===== config.mk =====
export PLATFORM = sky130hd
export DESIGN_NAME = mem_bus_arbiter_flat
export DESIGN_NICKNAME = d
export VERILOG_FILES = /design/src/rtl/mem_bus_arbiter_pkg.sv /design/src/rtl/mem_bus_arbiter_if.sv /design/src/rtl/mem_bus_arbiter.sv /design/src/flat_wrapper.sv
export SDC_FILE = /design/constraint.sdc
export NUM_CORES = 1
export LEC_CHECK = 0
export CAP_MARGIN = 10
export CORE_MARGIN = 2
export CORE_UTILIZATION = 40
export DETAILED_ROUTE_END_ITERATION = 10
export PLACE_DENSITY = 0.85
export SLEW_MARGIN = 20
export SYNTH_ARGS = -nofsm -noshare
export SYNTH_HDL_FRONTEND = slang
export SYNTH_SLANG_ARGS = --single-unit

===== constraint.sdc =====
create_clock -name clk -period 4.69 [get_ports clk]
set_clock_uncertainty 0.1 [all_clocks]
set_input_delay 1.1725 -clock clk [delete_from_list [all_inputs] [get_ports clk]]
set_output_delay 1.1725 -clock clk [all_outputs]
set_load 0.005 [all_outputs]

===== src/rtl/mem_bus_arbiter_pkg.sv =====
// Shared types and widths for the instruction/data memory bus arbiter.
package mem_bus_arbiter_pkg;

   localparam int unsigned ADDR_W = 32;
   localparam int unsigned DATA_W = 32;
   localparam int unsigned WEN_W  = 4;

   typedef enum logic [1:0] {
      S_IDLE,
      S_REQ,
      S_RESP
   } arb_state_t;

   typedef enum logic {
      OWN_I,
      OWN_D
   } arb_owner_t;

   // Streak counter must hold 0..max inclusive; never narrower than one bit.
   function automatic int unsigned dstreak_width(input int unsigned max_streak);
      return (max_streak < 1) ? 1 : $clog2(max_streak + 1);
   endfunction

endpackage


===== src/rtl/mem_bus_arbiter_if.sv =====
// Single-outstanding memory bus: request/address phase plus response phase.
interface mem_bus_arbiter_if;
   import mem_bus_arbiter_pkg::*;

   logic              bus_req;
   logic [ADDR_W-1:0] bus_addr;
   logic [DATA_W-1:0] bus_wdata;
   logic [WEN_W-1:0]  bus_wen;
   logic              bus_gnt;
   logic              bus_rvalid;
   logic [DATA_W-1:0] bus_rdata;

   modport master (
      output bus_req, bus_addr, bus_wdata, bus_wen,
      input  bus_gnt, bus_rvalid, bus_rdata
   );

   modport slave (
      input  bus_req, bus_addr, bus_wdata, bus_wen,
      output bus_gnt, bus_rvalid, bus_rdata
   );

endinterface


===== src/rtl/mem_bus_arbiter.sv =====
// Arbitrates instruction fetches and data accesses onto one memory bus,
// data-first with a bounded data streak so fetches cannot starve.
module mem_bus_arbiter
   import mem_bus_arbiter_pkg::*;
#(
   parameter int unsigned MAX_DSTREAK = 4
) (
   input  logic              clk,
   input  logic              reset,
   input  logic              imem_ena,
   input  logic [ADDR_W-1:0] imem_addr,
   input  logic              imem_cancel,
   output logic [DATA_W-1:0] imem_dout,
   output logic              imem_ready,
   input  logic              dmem_ena,
   input  logic [ADDR_W-1:0] dmem_addr,
   input  logic [DATA_W-1:0] dmem_din,
   input  logic [WEN_W-1:0]  dmem_wen,
   output logic [DATA_W-1:0] dmem_dout,
   output logic              dmem_ready,
   mem_bus_arbiter_if.master bus
);

   localparam int unsigned    DS_W   = dstreak_width(MAX_DSTREAK);
   localparam logic [DS_W-1:0] DS_MAX = DS_W'(MAX_DSTREAK);

   arb_state_t        state_q;
   arb_owner_t        owner_q;
   logic [ADDR_W-1:0] addr_q;
   logic [DATA_W-1:0] wdata_q;
   logic [WEN_W-1:0]  wen_q;
   logic              bus_req_q;
   logic [DS_W-1:0]   dstreak_q;
   logic              cancel_q;
   logic [DATA_W-1:0] imem_dout_q;
   logic [DATA_W-1:0] dmem_dout_q;

   logic i_req;
   logic grant_d;
   logic grant_i;
   logic deliver;

   always_comb begin
      // A cancelled fetch in IDLE is not a candidate at all.
      i_req   = imem_ena & ~imem_cancel;
      grant_d = 1'b0;
      grant_i = 1'b0;
      if (state_q == S_IDLE) begin
         grant_d = dmem_ena & ~(i_req & (dstreak_q == DS_MAX));
         grant_i = i_req & ~grant_d;
      end
      deliver    = (state_q == S_RESP) & bus.bus_rvalid;
      imem_ready = deliver & (owner_q == OWN_I) & ~cancel_q & ~imem_cancel;
      dmem_ready = deliver & (owner_q == OWN_D);
      imem_dout  = imem_ready ? bus.bus_rdata : imem_dout_q;
      dmem_dout  = dmem_ready ? bus.bus_rdata : dmem_dout_q;
   end

   assign bus.bus_req   = bus_req_q;
   assign bus.bus_addr  = addr_q;
   assign bus.bus_wdata = wdata_q;
   assign bus.bus_wen   = wen_q;

   always_ff @(posedge clk or posedge reset) begin
      if (reset) begin
         state_q     <= S_IDLE;
         owner_q     <= OWN_I;
         addr_q      <= '0;
         wdata_q     <= '0;
         wen_q       <= '0;
         bus_req_q   <= 1'b0;
         dstreak_q   <= '0;
         cancel_q    <= 1'b0;
         imem_dout_q <= '0;
         dmem_dout_q <= '0;
      end else begin
         case (state_q)
            S_IDLE: begin
               if (grant_d) begin
                  owner_q   <= OWN_D;
                  addr_q    <= dmem_addr;
                  wdata_q   <= dmem_din;
                  wen_q     <= dmem_wen;
                  bus_req_q <= 1'b1;
                  state_q   <= S_REQ;
                  if (imem_ena && (dstreak_q != DS_MAX))
                     dstreak_q <= dstreak_q + DS_W'(1);
               end else if (grant_i) begin
                  owner_q   <= OWN_I;
                  addr_q    <= imem_addr;
                  wdata_q   <= '0;
                  wen_q     <= '0;
                  bus_req_q <= 1'b1;
                  state_q   <= S_REQ;
                  dstreak_q <= '0;
                  cancel_q  <= 1'b0;
               end
            end
            S_REQ: begin
               if ((owner_q == OWN_I) && imem_cancel)
                  cancel_q <= 1'b1;
               if (bus.bus_gnt) begin
                  bus_req_q <= 1'b0;
                  state_q   <= S_RESP;
               end
            end
            S_RESP: begin
               if (bus.bus_rvalid) begin
                  state_q  <= S_IDLE;
                  cancel_q <= 1'b0;
                  if (imem_ready)
                     imem_dout_q <= bus.bus_rdata;
                  if (dmem_ready)
                     dmem_dout_q <= bus.bus_rdata;
               end else if ((owner_q == OWN_I) && imem_cancel) begin
                  cancel_q <= 1'b1;
               end
            end
            default: begin
               state_q   <= S_IDLE;
               bus_req_q <= 1'b0;
            end
         endcase
      end
   end

endmodule

===== src/flat_wrapper.sv =====
// flat-port wrapper written by rule: the top's interface ports become plain ports
module mem_bus_arbiter_flat import mem_bus_arbiter_pkg::*;
#(
   parameter int unsigned MAX_DSTREAK = 4
)
  (clk, reset, imem_ena, imem_addr, imem_cancel, imem_dout, imem_ready, dmem_ena, dmem_addr, dmem_din, dmem_wen, dmem_dout, dmem_ready, bus_bus_req, bus_bus_addr, bus_bus_wdata, bus_bus_wen, bus_bus_gnt, bus_bus_rvalid, bus_bus_rdata);
  mem_bus_arbiter_if bus_i ();
  input  logic clk;
  input  logic reset;
  input  logic imem_ena;
  input  logic [ADDR_W-1:0] imem_addr;
  input  logic imem_cancel;
  output logic [DATA_W-1:0] imem_dout;
  output logic imem_ready;
  input  logic dmem_ena;
  input  logic [ADDR_W-1:0] dmem_addr;
  input  logic [DATA_W-1:0] dmem_din;
  input  logic [WEN_W-1:0] dmem_wen;
  output logic [DATA_W-1:0] dmem_dout;
  output logic dmem_ready;
  output wire logic [$bits(bus_i.bus_req)-1:0] bus_bus_req;
  output wire logic [$bits(bus_i.bus_addr)-1:0] bus_bus_addr;
  output wire logic [$bits(bus_i.bus_wdata)-1:0] bus_bus_wdata;
  output wire logic [$bits(bus_i.bus_wen)-1:0] bus_bus_wen;
  input wire logic [$bits(bus_i.bus_gnt)-1:0] bus_bus_gnt;
  input wire logic [$bits(bus_i.bus_rvalid)-1:0] bus_bus_rvalid;
  input wire logic [$bits(bus_i.bus_rdata)-1:0] bus_bus_rdata;
  assign bus_bus_req = bus_i.bus_req;
  assign bus_bus_addr = bus_i.bus_addr;
  assign bus_bus_wdata = bus_i.bus_wdata;
  assign bus_bus_wen = bus_i.bus_wen;
  assign bus_i.bus_gnt = bus_bus_gnt;
  assign bus_i.bus_rvalid = bus_bus_rvalid;
  assign bus_i.bus_rdata = bus_bus_rdata;
  mem_bus_arbiter #(.MAX_DSTREAK(MAX_DSTREAK)) u_core (.clk(clk), .reset(reset), .imem_ena(imem_ena), .imem_addr(imem_addr), .imem_cancel(imem_cancel), .imem_dout(imem_dout), .imem_ready(imem_ready), .dmem_ena(dmem_ena), .dmem_addr(dmem_addr), .dmem_din(dmem_din), .dmem_wen(dmem_wen), .dmem_dout(dmem_dout), .dmem_ready(dmem_ready), .bus(bus_i));
endmodule

==> impl_metrics.ini, run 1 <==
[status]
status = finished, final reports clean

[clocking]
path_clk_slew_ps = 60
htree_levels = 4
cts_num_sinks = 140
cts_buffers = 17
clock_tree.root_cell = clkbuf_16
hold_buffers = 0
post-cts-setup-buffers = 0
cts_buffer_depth = 2
cts_tree = done
cts_resized = 0
clkLatencyLatePin_ps = 410

[global_routing]
antenna_found_initial = 0
grt_max_degree = 141
grt_pass1_wl_mm = 29.5
grt_overflow_total = 0
grt_pass1_vias = 5666
grt_use_total_pct = 20.5

[yosys]
yosysSeqAreaShare_pct = 51.5
avgSynthCellArea_sq_um = 12.7
syn-cell-area_sq_mm = 0.00681
syn_nets = 681
synth_flop_cell = dfrtp_1
synth_edf_count = 0
synth_simple_gate_area_share_pct = 4.72
ys_types = 39
syn_inst = 536
synth_compound_area_share_pct = 17.1
synth_xor_area_share_pct = 0
synth-warning-count = 0
synthMuxAreaShare_pct = 21.3
async_flop_share_pct = 100
synth_top_family_by_area = multiplexers
synth_seq_cells = 140
yosys.area_share.adder_pct = 1.10

[sta]
min_period_ps = 4490
rsz0062_at_grt = false
hold_violations = 0
setup_viol = 0
worstMarginPinSlew_ps = 832
setup_tns_ps = 0
max_slew_margin_pct = 44.5
max_freq_ghz = 0.223
final-max-slew-violation-count = 0
period_share_pct = 95.7

[place]
dp_hpwl_mm = 12.7
port_buffers = 273
postPlaceCellArea_sq_mm = 0.00978
gp_congestion = 0.809

[floorplanning]
coreArea_sq_mm = 0.0166
die_w_um = 134
die-height_um = 134
die_area_sq_mm = 0.0181
start_util_pct = 41.1
io_pins = 274
fp-row-count = 47

[worst_setup_path]
endpoint_kind = primary output
critPathMaxFanout = 16
worstPathRequired_ps = 3420
critPathMaxStageDelay_ps = 570
cp_slowest_cell = clkdlybuf4s50_1
critical_path_class = input port to primary output
arrival_ps = 3210
startpoint_type = input port
worstPathCellList = clkdlybuf4s50_1 > nand2_1 > nor4_2 > buf_4 > buf_4 > mux2_2 > clkdlybuf4s50_1

[power]
p_leak_nw = 4.34
power_density_mw_per_mm2 = 615
max-vdd-ir-drop_mv = 0.419

[min_path]
hp-class = flip-flop to flip-flop

[final_layout]
nets = 939
num-fill-cells = 1309
layout-drive-gt1-share_pct = 22.7
synthToLayoutAreaGrowth_pct = 53.6
final_area_sq_mm = 0.0105
n_antenna_cell = 0

[run]
drv_cap = 0

[route]
drtIter0Drc = 189
via_per_inst = 5.30
wirelength_mm = 18.6
vias = 5446
drc_errors = 0
ant_nets = 0
first_pass_iters = 5
wl_per_cell_um = 18.1
[final timing paths]
check                                                    from                                   end  slack [ps]  depth (start not counted)
min                        u_core.bus.bus_addr[8]$_DFFE_PP0P_    u_core.bus.bus_addr[8]$_DFFE_PP0P_         390                          1
min in group asynchronous                               reset   u_core.bus.bus_wdata[3]$_DFFE_PP0P_        1150                          3
max in group asynchronous                               reset  u_core.bus.bus_wdata[24]$_DFFE_PP0P_        2660                          3
max                                            bus_bus_rvalid                         imem_dout[29]         200                          7
min reg2reg                u_core.bus.bus_addr[8]$_DFFE_PP0P_    u_core.bus.bus_addr[8]$_DFFE_PP0P_         390                          1
max reg2reg                     u_core.state_q[0]$_DFFE_PP0P_   u_core.bus.bus_addr[29]$_DFFE_PP0P_        2300                          7
[cell families after synthesis]
group,after synthesis
adders and majority gates,6
DFF,140
buffers and inverters,62
muxes,129
and+or+nand+nor,50
AOI/OAI and AO/OA,149
[through the flow]
| stage | std cells | hold slack [ps] | utilization (%) | worst slack, ps | power [mW] |
|---|---|---|---|---|---|
| 2_1_floorplan | 536 | 374 | - | 1190 | 3.35 |
| 3_3_place_gp | 995 | 372 | 59.0 | 209 | 4.84 |
| 3_5_place_dp | 995 | 374 | 59.0 | 196 | 4.91 |
| 4_1_cts | 1027 | 393 | 63.1 | 169 | 6.51 |
| 5_1_grt | 1027 | 410 | 63.1 | 97.6 | 6.81 |
| 6_report | 1027 | 388 | 63.1 | 204 | 6.43 |
[power by group]
part	switching, mW	total (mW)	internal (mW)
Sequential	0.316	2.09	1.77
Combinational	0.998	2.80	1.80
Clock	0.530	1.55	1.02
[state kept, by name, indices dropped and copies added (netlist names)]
signal and cells:
u_core.bus.bus_addr 32, u_core.state_q 2, u_core.bus.bus_req 1, u_core.owner_q 1, u_core.bus.bus_wen 4, u_core.cancel_q 1, u_core.imem_dout_q 32, u_core.bus.bus_wdata 32
u_core.dmem_dout_q 32, u_core.dstreak_q 3
[cells in the mapped netlist, types with 3 or more instances]
master | count | area (sq um)
dfrtp_1 | 140 | 3500
mux2_2 | 128 | 1440
a22o_1 | 36 | 315
nand2b_1 | 35 | 219
a21oi_1 | 34 | 170
o221ai_1 | 32 | 280
o2bb2ai_1 | 32 | 280
clkbuf_1 | 25 | 93.8
buf_2 | 17 | 85.1
inv_1 | 11 | 41.3
ha_1 | 6 | 75.1
buf_4 | 5 | 37.5
buf_6 | 3 | 33.8
nand2_1 | 3 | 11.3
[cell usage in the layout (no fill, tap or decap), types with 6 or more instances in the layout]
cell type        Yosys  final
nand2b_1            35     35
a22o_1              36     36
clkbuf_16            0     17
a21oi_1             34     34
dfrtp_1            140    140
mux2_2             128    128
ha_1                 6      6
buf_4                5     12
clkdlybuf4s50_1      0    272
inv_1               11     10
o221ai_1            32     32
bufinv_16            0      6
o2bb2ai_1           32     32
[per-layer routing]
metal | GRT usage, % | wire length [um] | vias up
met2 | 33.7 | 9050 | 188
met4 | 8.83 | 607 | 0
met3 | 5.18 | 1030 | 43
met1 | 25.9 | 7930 | 2665
li1 | - | - | 2550
met5 | 0 | 0 | -
[critical path: cells and delay by family]
kind / cells / cell delay, ps
buffers and inverters: 4 / 1460
muxes: 1 / 360
and+or+nand+nor: 2 / 220
[final cells by class]
cell class,count,area [sq um],area share [%]
clock buffer,19,443,4.23
multi-input combinational,334,3040,29.0
inverter,11,45.0,0.431
timing repair buffer,290,2920,27.9
sequential,140,3500,33.5
clock inverter,13,238,2.27
tap,220,275,2.63
No activity file was read; power rests on OpenSTA's default activity.
==> inputs of run 2 (changes only) <==
- ABC_AREA: unset -> 1
- CELL_PAD_IN_SITES_DETAIL_PLACEMENT: unset -> 0
- CELL_PAD_IN_SITES_GLOBAL_PLACEMENT: unset -> 2
- CORE_UTILIZATION: 40 -> 21
- PLACE_DENSITY: 0.85 -> 0.84
- RECOVER_POWER: unset -> 25
==> run 2 against run 1 <==
  * The flow now finishes with violations (capacitance limit, slew limit)
  * Highest routed layer unchanged
  * First-iteration DRC count up 44%
  * Area after synthesis decreased by 2.2%
  * Sequential share of layout area up 0.068 points
  * Die area rose by 83%
  * Combinational power fell by 6%
==> impl_metrics.ini, run 2 <==
[status]
status = finished, violations left
violations = capacitance limit, slew limit

[yosys]
yosysTopAreaCell = dfrtp_1
synth-warning-count = 0
syn_inst = 876
synthTopCellsByCount = nand2_1, inv_1, o21ai_0, dfrtp_1, nand3_1
synth_edf_count = 0
syn-cell-area_sq_mm = 0.00666
ys_types = 19
synth_seq_cells = 140
async_flop_share_pct = 100
yosys.area.top_type_share_pct = 52.6
yosysSeqAreaShare_pct = 52.6
avgSynthCellArea_sq_um = 7.60
synth_flop_cell = dfrtp_1
syn_nets = 1021
synth.most_common_cell = nand2_1
synth.area.top_cells = dfrtp_1, nand2_1, o21ai_0

[global_routing]
grt_overflow_total = 0
grt_pass1_vias = 6314
grt_max_degree = 72
antenna_found_initial = 0
grt_use_total_pct = 13.1
grt_pass1_wl_mm = 34.0

[route]
wl_per_cell_um = 13.6
drtIter0Drc = 273
via_per_inst = 4.00
vias = 6229
wl_met1_mm = 9.46
drc_errors = 0
first_pass_iters = 6
top_layer_used = met4
dr_wl_met3_mm = 1.92
ant_nets = 0
wirelength_mm = 21.1
wl_met2_mm = 9.43

[worst_setup_path]
worstPathRequired_ps = 3420
critPathMaxStageDelay_ps = 560
arrival_ps = 3150
r2r_end = u_core.bus.bus_addr[8]$_DFFE_PP0P_
critical_path_class = input port to primary output
endpoint_kind = primary output
r2r_start = u_core.state_q[0]$_DFFE_PP0P_
cpMostUsedCell = clkdlybuf4s50_1
cp_slowest_cell = clkdlybuf4s50_1
startpoint_type = input port
critPathMaxFanout = 17
r2r_cells = 8
worstPathCellList = clkdlybuf4s50_1 > nand3_1 > buf_4 > o21ai_0 > clkdlybuf4s50_1
rrSetupSlack_ps = 2420

[clocking]
hold_buffers = 0
cts_num_sinks = 140
cts_tree = done
clkLatencyLatePin_ps = 410
path_clk_slew_ps = 70
htree_levels = 4
cts_buffers = 17
clock_tree.root_cell = clkbuf_16
post-cts-setup-buffers = 0
cts_buffer_depth = 2

[sta]
setup_tns_ps = 0
period_share_pct = 94.2
worstMarginPinSlew_ps = 1610
max_slew_margin_pct = -8.05
hold_violations = 0
final-max-slew-violation-count = 30
rsz0062_at_grt = false
min_period_ps = 4420
max_freq_ghz = 0.226
setup_viol = 0

[place]
dp_hpwl_mm = 14.9
port_buffers = 273
gp_congestion = 0.732

[power]
power_density_mw_per_mm2 = 568
max-vdd-ir-drop_mv = 0.232
p_leak_nw = 5.33
fin_total_pwr_mw = 5.93

[final_layout]
final_common_cell = nand2_1
mostFrequentLayoutCells = nand2_1, clkdlybuf4s50_1, inv_1, o21ai_0, dfrtp_1
layout-drive-gt1-share_pct = 4.85
nets = 1286
synthToLayoutAreaGrowth_pct = 56.7

[floorplanning]
fp-row-count = 65
die_area_sq_mm = 0.0332
start_util_pct = 21.2
io_pins = 274
die_w_um = 182
die-height_um = 182
coreArea_sq_mm = 0.0314

[run]
drv_cap = 1

[min_path]
hp-start = u_core.dmem_dout_q[24]$_DFFE_PP0N_
min_delay_path_depth = 2
hp-class = flip-flop to flip-flop
hold_end = u_core.dmem_dout_q[24]$_DFFE_PP0N_
[run 2: cell count changes after synthesis, moves of 35 or more]
cell | previous run | this run
o21ai_0 | 1 | 168
inv_1 | 11 | 178
nand2b_1 | 35 | 0
nand2_1 | 3 | 283
a22o_1 | 36 | 0
mux2_2 | 128 | 0
nand3_1 | 1 | 38
[run 2: final cells by class]
class                      instances  area [sq um]
fill                            3356         21000
tap                              402           503
clock buffer                      19           433
antenna                            1          2.50
sequential                       140          3500
clock inverter                    13           130
inverter                         182           684
timing repair buffer             290          2910
multi-input combinational        510          2270
[run 2: cells by family (layout without fill, tap and decap cells)]
group / count (synthesis) / count (layout) / synth area share, %
compound gates: 173 / 173 / 13.2
xor+xnor: 1 / 1 / 0.132
simple gates: 330 / 330 / 19.6
flops: 140 / 140 / 52.6
other cells: 0 / 1 / 0
buf+inv: 226 / 504 / 13.4
fa+ha+maj: 6 / 6 / 1.13
[run 2: through the flow]
stage / area [sq um] / hold WS (ps) / setup slack, ps / cells / utilization (%)
2_1_floorplan: 6670 / 341 / 1490 / 876 / -
3_3_place_gp: 9900 / 356 / 90.4 / 1524 / 31.5
3_5_place_dp: 9900 / 364 / 75.0 / 1524 / 31.5
4_1_cts: 10500 / 381 / 52.0 / 1556 / 33.3
5_1_grt: 10400 / 390 / 71.8 / 1556 / 33.2
6_report: 10400 / 374 / 270 / 1557 / 33.3
[run 2: layer usage]
metal | vias up | track usage, %
li1 | 3186 | -
met1 | 2808 | 16.0
met2 | 218 | 21.2
met3 | 17 | 5.27
met4 | 0 | 3.77
met5 | - | 0
[run 2: report_power, final]
part	switching (mW)	total, mW	leakage, nW	internal [mW]
Clock	0.591	1.33	0.256	0.743
Combinational	1.18	2.62	3.30	1.43
Sequential	0.226	1.98	1.77	1.76
[run 2: worst max path at each step]
stage / startpoint / end / slack, ps / depth (start not counted)
2_1_floorplan: bus_bus_rvalid / imem_dout[27] / 1490 / 7
3_3_place_gp: bus_bus_rvalid / imem_dout[14] / 90 / 7
3_5_place_dp: bus_bus_rvalid / imem_dout[27] / 80 / 7
4_1_cts: bus_bus_rvalid / imem_dout[27] / 50 / 7
5_1_grt: bus_bus_rvalid / dmem_dout[12] / 70 / 5
6_report: bus_bus_rvalid / dmem_dout[4] / 270 / 5
[run 2: critical path: cells and delay by family]
| kind | cells | cell delay, ps |
|---|---|---|
| buffers and inverters | 3 | 1380 |
| and+or+nand+nor | 1 | 350 |
| AOI/OAI and AO/OA | 1 | 240 |
[run 2: repair_timing]
| action | 4_1_cts | 5_1_grt |
|---|---|---|
| endpoints found under the setup margin | 0 | 22 |
| endpoints found under the hold margin | 0 | 0 |
| resized for setup | 0 | 1 |
==> inputs of run 3 (changes only) <==
- CTS_CLUSTER_DIAMETER: unset -> 30
==> results of run 3 <==
Final layout, timing and power as in run 2 (identical DEF).
